[src/rtl/fetch_queue.sv]
// Instruction fetch queue: issues one instruction-memory request at a time,
// buffers returned words with their addresses in a small circular FIFO, and
// presents the head entry to the decode stage with zero latency.
//
// Handshake semantics: imem_req is a single-cycle request accepted on the
// rising edge where it is high; imem_valid is a single-cycle response that
// answers the one outstanding request. A queue entry is consumed on a rising
// edge where instr_valid=1, stall=0 and redirect=0. There is no ready signal
// towards memory; the FIFO slot reserved at request time guarantees that every
// response has room.
module fetch_queue #(
    parameter int          DEPTH    = 4,
    parameter logic [15:0] RESET_PC = 16'h0000
) (
    input  logic        clk,
    input  logic        reset_n,
    output logic        imem_req,
    output logic [15:0] imem_addr,
    input  logic        imem_valid,
    input  logic [15:0] imem_rdata,
    input  logic        redirect,
    input  logic [15:0] redirect_pc,
    input  logic        stall,
    output logic        instr_valid,
    output logic [15:0] instr_out,
    output logic [15:0] pc_out,
    output logic [1:0]  dbg_state
);

    localparam int PW = (DEPTH > 1) ? $clog2(DEPTH) : 1;
    localparam int CW = $clog2(DEPTH + 1);

    typedef enum logic [1:0] {
        S_IDLE = 2'd0,  // no request outstanding
        S_WAIT = 2'd1,  // one live request outstanding
        S_DROP = 2'd2   // request outstanding whose data must be thrown away
    } state_t;

    state_t          state_q, state_d;
    logic [15:0]     fetch_pc_q, fetch_pc_d;
    logic [15:0]     req_pc_q, req_pc_d;
    logic [PW-1:0]   head_q, head_d;
    logic [PW-1:0]   tail_q, tail_d;
    logic [CW-1:0]   count_q, count_d;
    logic [15:0]     mem_pc_q    [DEPTH];
    logic [15:0]     mem_instr_q [DEPTH];

    logic            pop;
    logic            push;
    logic            full;
    logic            req_int;

    // Queue occupancy and the push/pop qualifiers shared by FSM and pointers.
    always_comb begin
        full = (count_q == CW'(DEPTH));
        pop  = (count_q != '0) && !stall && !redirect;
        push = (state_q == S_WAIT) && imem_valid && !redirect;
    end

    // Fetch FSM next state, request generation and fetch address update.
    always_comb begin
        state_d    = state_q;
        fetch_pc_d = fetch_pc_q;
        req_pc_d   = req_pc_q;
        req_int    = 1'b0;
        case (state_q)
            S_IDLE: begin
                // imem_valid here belongs to nothing and is ignored.
                if (redirect) begin
                    fetch_pc_d = redirect_pc;
                end else if (!full || pop) begin
                    req_int    = 1'b1;
                    req_pc_d   = fetch_pc_q;
                    fetch_pc_d = fetch_pc_q + 16'd2;
                    state_d    = S_WAIT;
                end
            end
            S_WAIT: begin
                if (redirect) begin
                    fetch_pc_d = redirect_pc;
                    state_d    = imem_valid ? S_IDLE : S_DROP;
                end else if (imem_valid) begin
                    state_d = S_IDLE;
                end
            end
            S_DROP: begin
                if (redirect) begin
                    fetch_pc_d = redirect_pc;
                end
                // The stale response retires the outstanding request.
                if (imem_valid) begin
                    state_d = S_IDLE;
                end
            end
            default: begin
                state_d = S_IDLE;
            end
        endcase
    end

    // Request outputs; reset forces the request low immediately.
    always_comb begin
        imem_req  = req_int && reset_n;
        imem_addr = fetch_pc_q;
        dbg_state = state_q;
    end

    // Head/tail/count update; redirect flushes the whole queue.
    always_comb begin
        head_d  = head_q;
        tail_d  = tail_q;
        count_d = count_q;
        if (redirect) begin
            head_d  = '0;
            tail_d  = '0;
            count_d = '0;
        end else begin
            if (push) begin
                tail_d = (tail_q == PW'(DEPTH - 1)) ? '0 : tail_q + 1'b1;
            end
            if (pop) begin
                head_d = (head_q == PW'(DEPTH - 1)) ? '0 : head_q + 1'b1;
            end
            count_d = count_q + CW'(push) - CW'(pop);
        end
    end

    // Control state registers with asynchronous active-low reset.
    always_ff @(posedge clk or negedge reset_n) begin
        if (!reset_n) begin
            state_q    <= S_IDLE;
            fetch_pc_q <= RESET_PC;
            req_pc_q   <= RESET_PC;
            head_q     <= '0;
            tail_q     <= '0;
            count_q    <= '0;
        end else begin
            state_q    <= state_d;
            fetch_pc_q <= fetch_pc_d;
            req_pc_q   <= req_pc_d;
            head_q     <= head_d;
            tail_q     <= tail_d;
            count_q    <= count_d;
        end
    end

    // Entry storage; contents are only observable while count is non-zero.
    always_ff @(posedge clk) begin
        if (push) begin
            mem_pc_q[tail_q]    <= req_pc_q;
            mem_instr_q[tail_q] <= imem_rdata;
        end
    end

    // Head entry presented combinationally; zeros while the queue is empty.
    always_comb begin
        instr_valid = (count_q != '0);
        instr_out   = instr_valid ? mem_instr_q[head_q] : 16'h0000;
        pc_out      = instr_valid ? mem_pc_q[head_q]    : 16'h0000;
    end

endmodule

[config.mk]
export PLATFORM = sky130hd
export DESIGN_NAME = fetch_queue
export DESIGN_NICKNAME = d
export VERILOG_FILES = /design/src/rtl/fetch_queue.sv
export SDC_FILE = /design/constraint.sdc
export NUM_CORES = 1
export LEC_CHECK = 0
export ABC_CLOCK_PERIOD_IN_PS = 2600
export BUFFER_PORTS_ARGS = -buffer_cell sky130_fd_sc_hd__buf_2
export CAP_MARGIN = 20
export CORE_MARGIN = 10
export CORE_UTILIZATION = 52
export DETAILED_ROUTE_END_ITERATION = 16
export GPL_TIMING_DRIVEN = 1
export PLACE_DENSITY_LB_ADDON = 0.1
export SLEW_MARGIN = 5
export SYNTH_ARGS = -nofsm -noshare
export SYNTH_HDL_FRONTEND = slang
export SYNTH_SLANG_ARGS = --single-unit
[constraint.sdc]
create_clock -name clk -period 2.6 [get_ports clk]
set_input_delay 0.39 -clock clk [delete_from_list [all_inputs] [get_ports clk]]
set_output_delay 0.39 -clock clk [all_outputs]
set_load 0.05 [all_outputs]
-- After elaboration in Yosys (flattened, before gate mapping)
Memory sizes are Yosys's and may differ from the RTL's.
Index checks and enable logic that the tools add are counted.
- register bits: 41
- RAM bits: 128
- input bits: 37
- output and inout bits: 52
- word-level logic and storage cells: 65
- memories: 2
- add/sub/neg operators: 5
- equal/unequal tests: 9
- muxes and demuxes: 24
- bitwise gates (word level): 1
- reductions and logical operators: 18
- memories (name ; depth ; width ; read ports ; clocked after Yosys merged registers in ; wr ports ; RTL line ; source):
    mem_instr_q ; 4 ; 16 ; 1 ; 0 ; 1 ; 46 ; logic [15:0] mem_instr_q [DEPTH];
    mem_pc_q ; 4 ; 16 ; 1 ; 0 ; 1 ; 45 ; logic [15:0] mem_pc_q [DEPTH];
- operator list (kind ; count):
    2-to-1 mux 16 bit ; 5
    one-hot mux 16 bit (2 select lines) ; 1
    2-to-1 mux 2 bit ; 11
    adder 16 x 2 -> 16 bit, second input constant ; 1
    equality test 2 bit, second input constant ; 3
    one-hot mux 2 bit (3 select lines) ; 1
    AND reduction 3 bit ; 2
    nonzero test 2 bit ; 3
    logical AND 1 bit ; 5
    2-to-1 mux 1 bit ; 5
    adder 2 x 1 -> 2 bit, second input constant ; 2
    inequality test 2 bit, second input constant ; 2
    adder 3 x 1 -> 3 bit ; 1
    equality test 3 bit, second input constant ; 1
    logical NOT 1 bit ; 3
    2-to-1 mux 3 bit ; 1
    inequality test 3 bit, second input constant ; 1
    nonzero test 3 bit ; 1
    subtractor 3 x 1 -> 3 bit ; 1
    equality test 2 x 1 -> 1 bit, second input constant ; 1
    logical NOT 2 bit ; 1
    inequality test 2 x 1 -> 1 bit, second input constant ; 1
    AND reduction 2 bit ; 1
    OR reduction 2 bit ; 1
    other kinds (2) ; 2

-- Logic depth before layout (Yosys ltp)
- depth in word-level cells: 8
- gate-level depth with buffers: 13

-- Worst setup path after synthesis
No wires, ideal clock.
- path type: reg2reg
- start: reg count_q[1]
- end: reg count_q[2]
- setup time: 0.132 ns
- arrival: 2.569 ns
- data required time: 2.468 ns
- setup slack: -0.100 ns
- stages on the path, launching flop included: 12
- buffers on the path: 1
- period minus slack after synthesis: 2.700 ns
- cell sequence: dfrtp_1 > nor3_1 > clkbuf_1 > nor3_1 > ha_1 > inv_1 > ha_1 > inv_1 > fa_1 > xor2_1 > xnor2_1 > nor2_1
- cells in the longest elaborated chain, start to end: 5
- elaborated cells between the ends (all ways): 6
- those cells by class: 2 x add/sub; 1 x mux; 3 x reduce/logical
- ends and longest elaborated chain (what ; RTL line ; source):
    start: declaration ; 44 ; logic [CW-1:0] count_q, count_d;
    start signal: assignment ; 143 ; count_q <= count_d;
    parallel branches: the longest is 3 deep, another holds adder 3 x 1 -> 3 bit ; - ;
    subtractor 3 x 1 -> 3 bit * ; 124 ; count_d = count_q + CW'(push) - CW'(pop);
    2-to-1 mux 3 bit * ; 113 ; if (redirect) begin
    via count_d[2] ; 44 ;
Mark *: on every way through the listed nets, which the timed path passes.
A chain may end at the register's enable or synchronous reset.

-- Worst setup path after layout
- start: reg head_q[0]
- end: out pc_out[10]
- cells in the longest elaborated chain, start to end: 2
- ends and longest elaborated chain (what ; RTL line ; source):
    start: declaration ; 42 ; logic [PW-1:0] head_q, head_d;
    start signal: assignment ; 134 ; head_q <= '0;
    start signal: assignment ; 141 ; head_q <= head_d;
    memory (4 x 16 bit) ; - ;
    2-to-1 mux 16 bit ; 159 ; pc_out = instr_valid ? mem_pc_q[head_q] : 16'h0000;
    end: declaration ; 26 ; output logic [15:0] pc_out,
No other way between the ends.

==> results.sh <==
export IMPL_rsz0062_at_grt="no"
export IMPL_required_ns=2.21
export IMPL_cts_sinks=169
export IMPL_critPathTopFamily="multiplexers"
export IMPL_syn_inst=423
export IMPL_start_util_pct=53.1
export IMPL_tightestPinTransition_ns=0.507
export IMPL_grt_max_degree=42
export IMPL_dp_hpwl_mm=8.75
export IMPL_dieArea_mm2=0.0186
export IMPL_final_setup_skew_ns=0.00720
export IMPL_stdcell_count=712
export IMPL_viasPerCell=5.58
export IMPL_synth_area_per_cell_um2=16.6
export IMPL_critPathMaxFanout=14
export IMPL_cp_endpoint="pc_out[10]"
export IMPL_end_kind="output pin"
export IMPL_dp_cells=680
export IMPL_powerDensity_mw_per_mm2=1260
export IMPL_num_fill_cells=1003
export IMPL_timing_hold_violations_final=0
export IMPL_syn_cell_area_mm2=0.00703
export IMPL_gp_congestion=0.821
export IMPL_clock_latency_ns=0.42
export IMPL_num_antenna_cells=0
export IMPL_grt_ovfl_total=0
export IMPL_slew_headroom_pct=65.9
export IMPL_drc=0
export IMPL_grt_pass1_wl_mm=22.2
export IMPL_drt_antenna_violating_nets=0
export IMPL_synth_nets=473
export IMPL_rows=42
export IMPL_hold_slack_ns=0.0509
export IMPL_critPathMaxStageDelay_ns=0.58
export IMPL_drive_above_1_share_pct=36.6
export IMPL_drt_total_wl_mm=13.6
export IMPL_ir_drop_v=0.000689
export IMPL_cts_tree="built"
export IMPL_fmax_mhz=412
export IMPL_tns_ns=0
export IMPL_crit_path_top_delay_cell="mux4_2"
export IMPL_synth_area_leaders="edfxtp_1, dfrtp_1, mux4_2, nor2b_1, mux2_2"
export IMPL_leakage_nw=3.12
export IMPL_synth_top_area_cell="edfxtp_1"
export IMPL_hold_path_class="in2async"
export IMPL_ys_flop_type="edfxtp_1"
export IMPL_grt_pass1_vias=4219
export IMPL_maxCapViolCount=0
export IMPL_reg2reg_from="dbg_state[1]$_DFFE_PN0P_"
export IMPL_maxSlewViolCount=0
export IMPL_path_buf_inv=2
export IMPL_numCtsBuffers=17
export IMPL_critical_path_arrival_ns=2.04
export IMPL_syn_to_final_growth_pct=20.7
export IMPL_path_cells="buf_4 -> mux4_2 -> nor2b_1 -> buf_2"
export IMPL_layout_nets=573
export IMPL_ios=89
export IMPL_initialDrtViolationCount=170
export IMPL_wl_per_cell_um=19.0
export IMPL_cp_num_cells=4
export IMPL_synth_top_area_share_pct=54.6
export IMPL_r2r_cells=13
export IMPL_ys_types=44
export IMPL_synth_seq_cells=169
export IMPL_period_needed_ns=2.43
export IMPL_grt_util_all_layers_pct=15.6
export IMPL_antenna_found_initial=0
export IMPL_ctsHoldBuffers=0
export IMPL_core_area_mm2=0.0132
export IMPL_fin_ws_ns=0.174
export IMPL_status="completed"
export IMPL_crit_path_start_kind="register"
export IMPL_root_buffer="clkbuf_16"
export IMPL_critPathKind="reg2out"
export IMPL_htree_levels=4
export IMPL_pre_cts_ws_ns=0.0986
export IMPL_ys_async_sr_fraction_pct=24.3
export IMPL_clkTransAtPathRegs_ns=0.06
export IMPL_synth_edf_count=128
export IMPL_reg2reg_to="count_q[2]$_DFF_PN0_"
export IMPL_power_mw=10.7
export IMPL_ys_warn_count=0
export IMPL_clockBufferDepth=2
export IMPL_critPathLaunch="head_q[0]$_DFFE_PN0P_"
export IMPL_r2r_slack_ns=0.21
export IMPL_route_vias_total=3971
export IMPL_setup_viol_count_final=0
export IMPL_finalCritPeriodShare_pct=93.3
export IMPL_port_buffers=88
export IMPL_fp_dieW_um=136
export IMPL_dr_pass1_iters=4
export IMPL_yosysSeqAreaShare_pct=69.2
export IMPL_die_h_um=136
-- registers in the layout, summed over array words and instances, names as in the netlist --
| signal | cells |
|---|---|
| imem_addr | 16 |
| head_q | 2 |
| count_q | 3 |
| mem_pc_q | 64 |
| mem_instr_q | 64 |
| dbg_state | 2 |
| req_pc_q | 16 |
| tail_q | 2 |
-- cell usage in the layout (no fill, tap or decap), drive strengths merged, types with 2 or more instances in the layout --
cell,n
a221oi,3
and2,5
nand3,4
bufinv,7
o211ai,5
buf,103
mux4,32
edfxtp,128
nor3,5
a2bb2oi,3
nor2,16
a31oi,2
nor2b,34
o2bb2ai,2
clkinv,3
clkinvlp,2
o21ai,14
mux2,17
ha,12
a211oi,2
inv,13
nand2,19
clkbuf,19
o41a,2
nand4,3
nor3b,2
a21oi,18
o22ai,5
dfrtp,41
-- Yosys cell counts (all sizes together) (2+ instances only) --
library cell	instances
o41a	2
edfxtp	128
nand4	3
nor3b	2
ha	12
nor2b	34
clkbuf	13
nor2	16
nand3	4
nand2	19
a31oi	2
nor3	5
o2bb2ai	2
o211ai	5
a2bb2oi	3
o22ai	5
a21oi	18
mux4	32
and2	5
inv	12
a221oi	3
mux2	17
buf	9
dfrtp	41
o21ai	14
a211oi	2
-- worst reg2reg max path, cell delays in order, from the launching register on --
cell	delay (ns)
dfrtp_1	0.43
inv_1	0.12
ha_1	0.23
nand2_2	0.11
nor2_4	0.12
inv_1	0.05
ha_1	0.26
inv_1	0.06
ha_1	0.13
inv_1	0.05
fa_1	0.37
xor2_1	0.17
xnor2_1	0.13
nor2_1	0.05
-- cell type report --
cell class                 instances  area (µm²)  area share, %
clock inverter                    13         248           2.92
tap                              176         220           2.59
multi-input combinational        220        2060           24.2
sequential                       169        4870           57.4
inverter                          12        45.0          0.531
clock buffer                      19         433           5.10
timing repair buffer             103         616           7.25
-- worst min-delay path by stage --
stage	startpoint	cells past startpoint	slack, ns	endpoint
CTS	reset_n	2	0.07	dbg_state[0]$_DFFE_PN0P_
global placement	req_pc_q[9]$_DFFE_PN0P_	0	0.49	mem_pc_q[3][9]$_DFFE_PP_
global route	reset_n	2	0.1	dbg_state[1]$_DFFE_PN0P_
floorplan	reset_n	0	0.09	count_q[0]$_DFF_PN0_
finish	reset_n	2	0.05	dbg_state[0]$_DFFE_PN0P_
detailed placement	req_pc_q[9]$_DFFE_PN0P_	0	0.51	mem_pc_q[3][9]$_DFFE_PP_
-- metrics by stage --
stage / util (%) / instance area [µm²]
finish: 64.1 / 8490
global route: 64.1 / 8490
CTS: 64.0 / 8480
detailed placement: 58.9 / 7800
global placement: 58.9 / 7800
floorplan: - / 7040
-- cells by family after synthesis --
family / share of synthesized area [%]
DFF: 69.2
and+or+nand+nor: 7.47
AOI/OAI and AO/OA: 5.53
muxes: 13.1
buffers and inverters: 1.99
adders and majority gates: 2.42
xor gates and xnor gates: 0.249
-- per-layer routing --
layer	track usage [%]	wire length [µm]	up-vias
met5	0	0	-
met4	5.74	220	0
met3	4.72	790	17
met2	25.5	6700	129
met1	19.3	5850	1992
li1	-	-	1833
-- report_power, final --
group / switching [mW] / total, mW / internal [mW]
clock: 0.983 / 2.88 / 1.89
combinational: 2.65 / 3.93 / 1.29
sequential: 0.453 / 3.90 / 3.45
total: 4.08 / 10.7 / 6.63
-- what timing repair did --
action	CTS	global route
resized for setup	0	3
endpoints found under the setup margin	0	1
setup buffers	0	0
(Power assumes the default switching activity.)
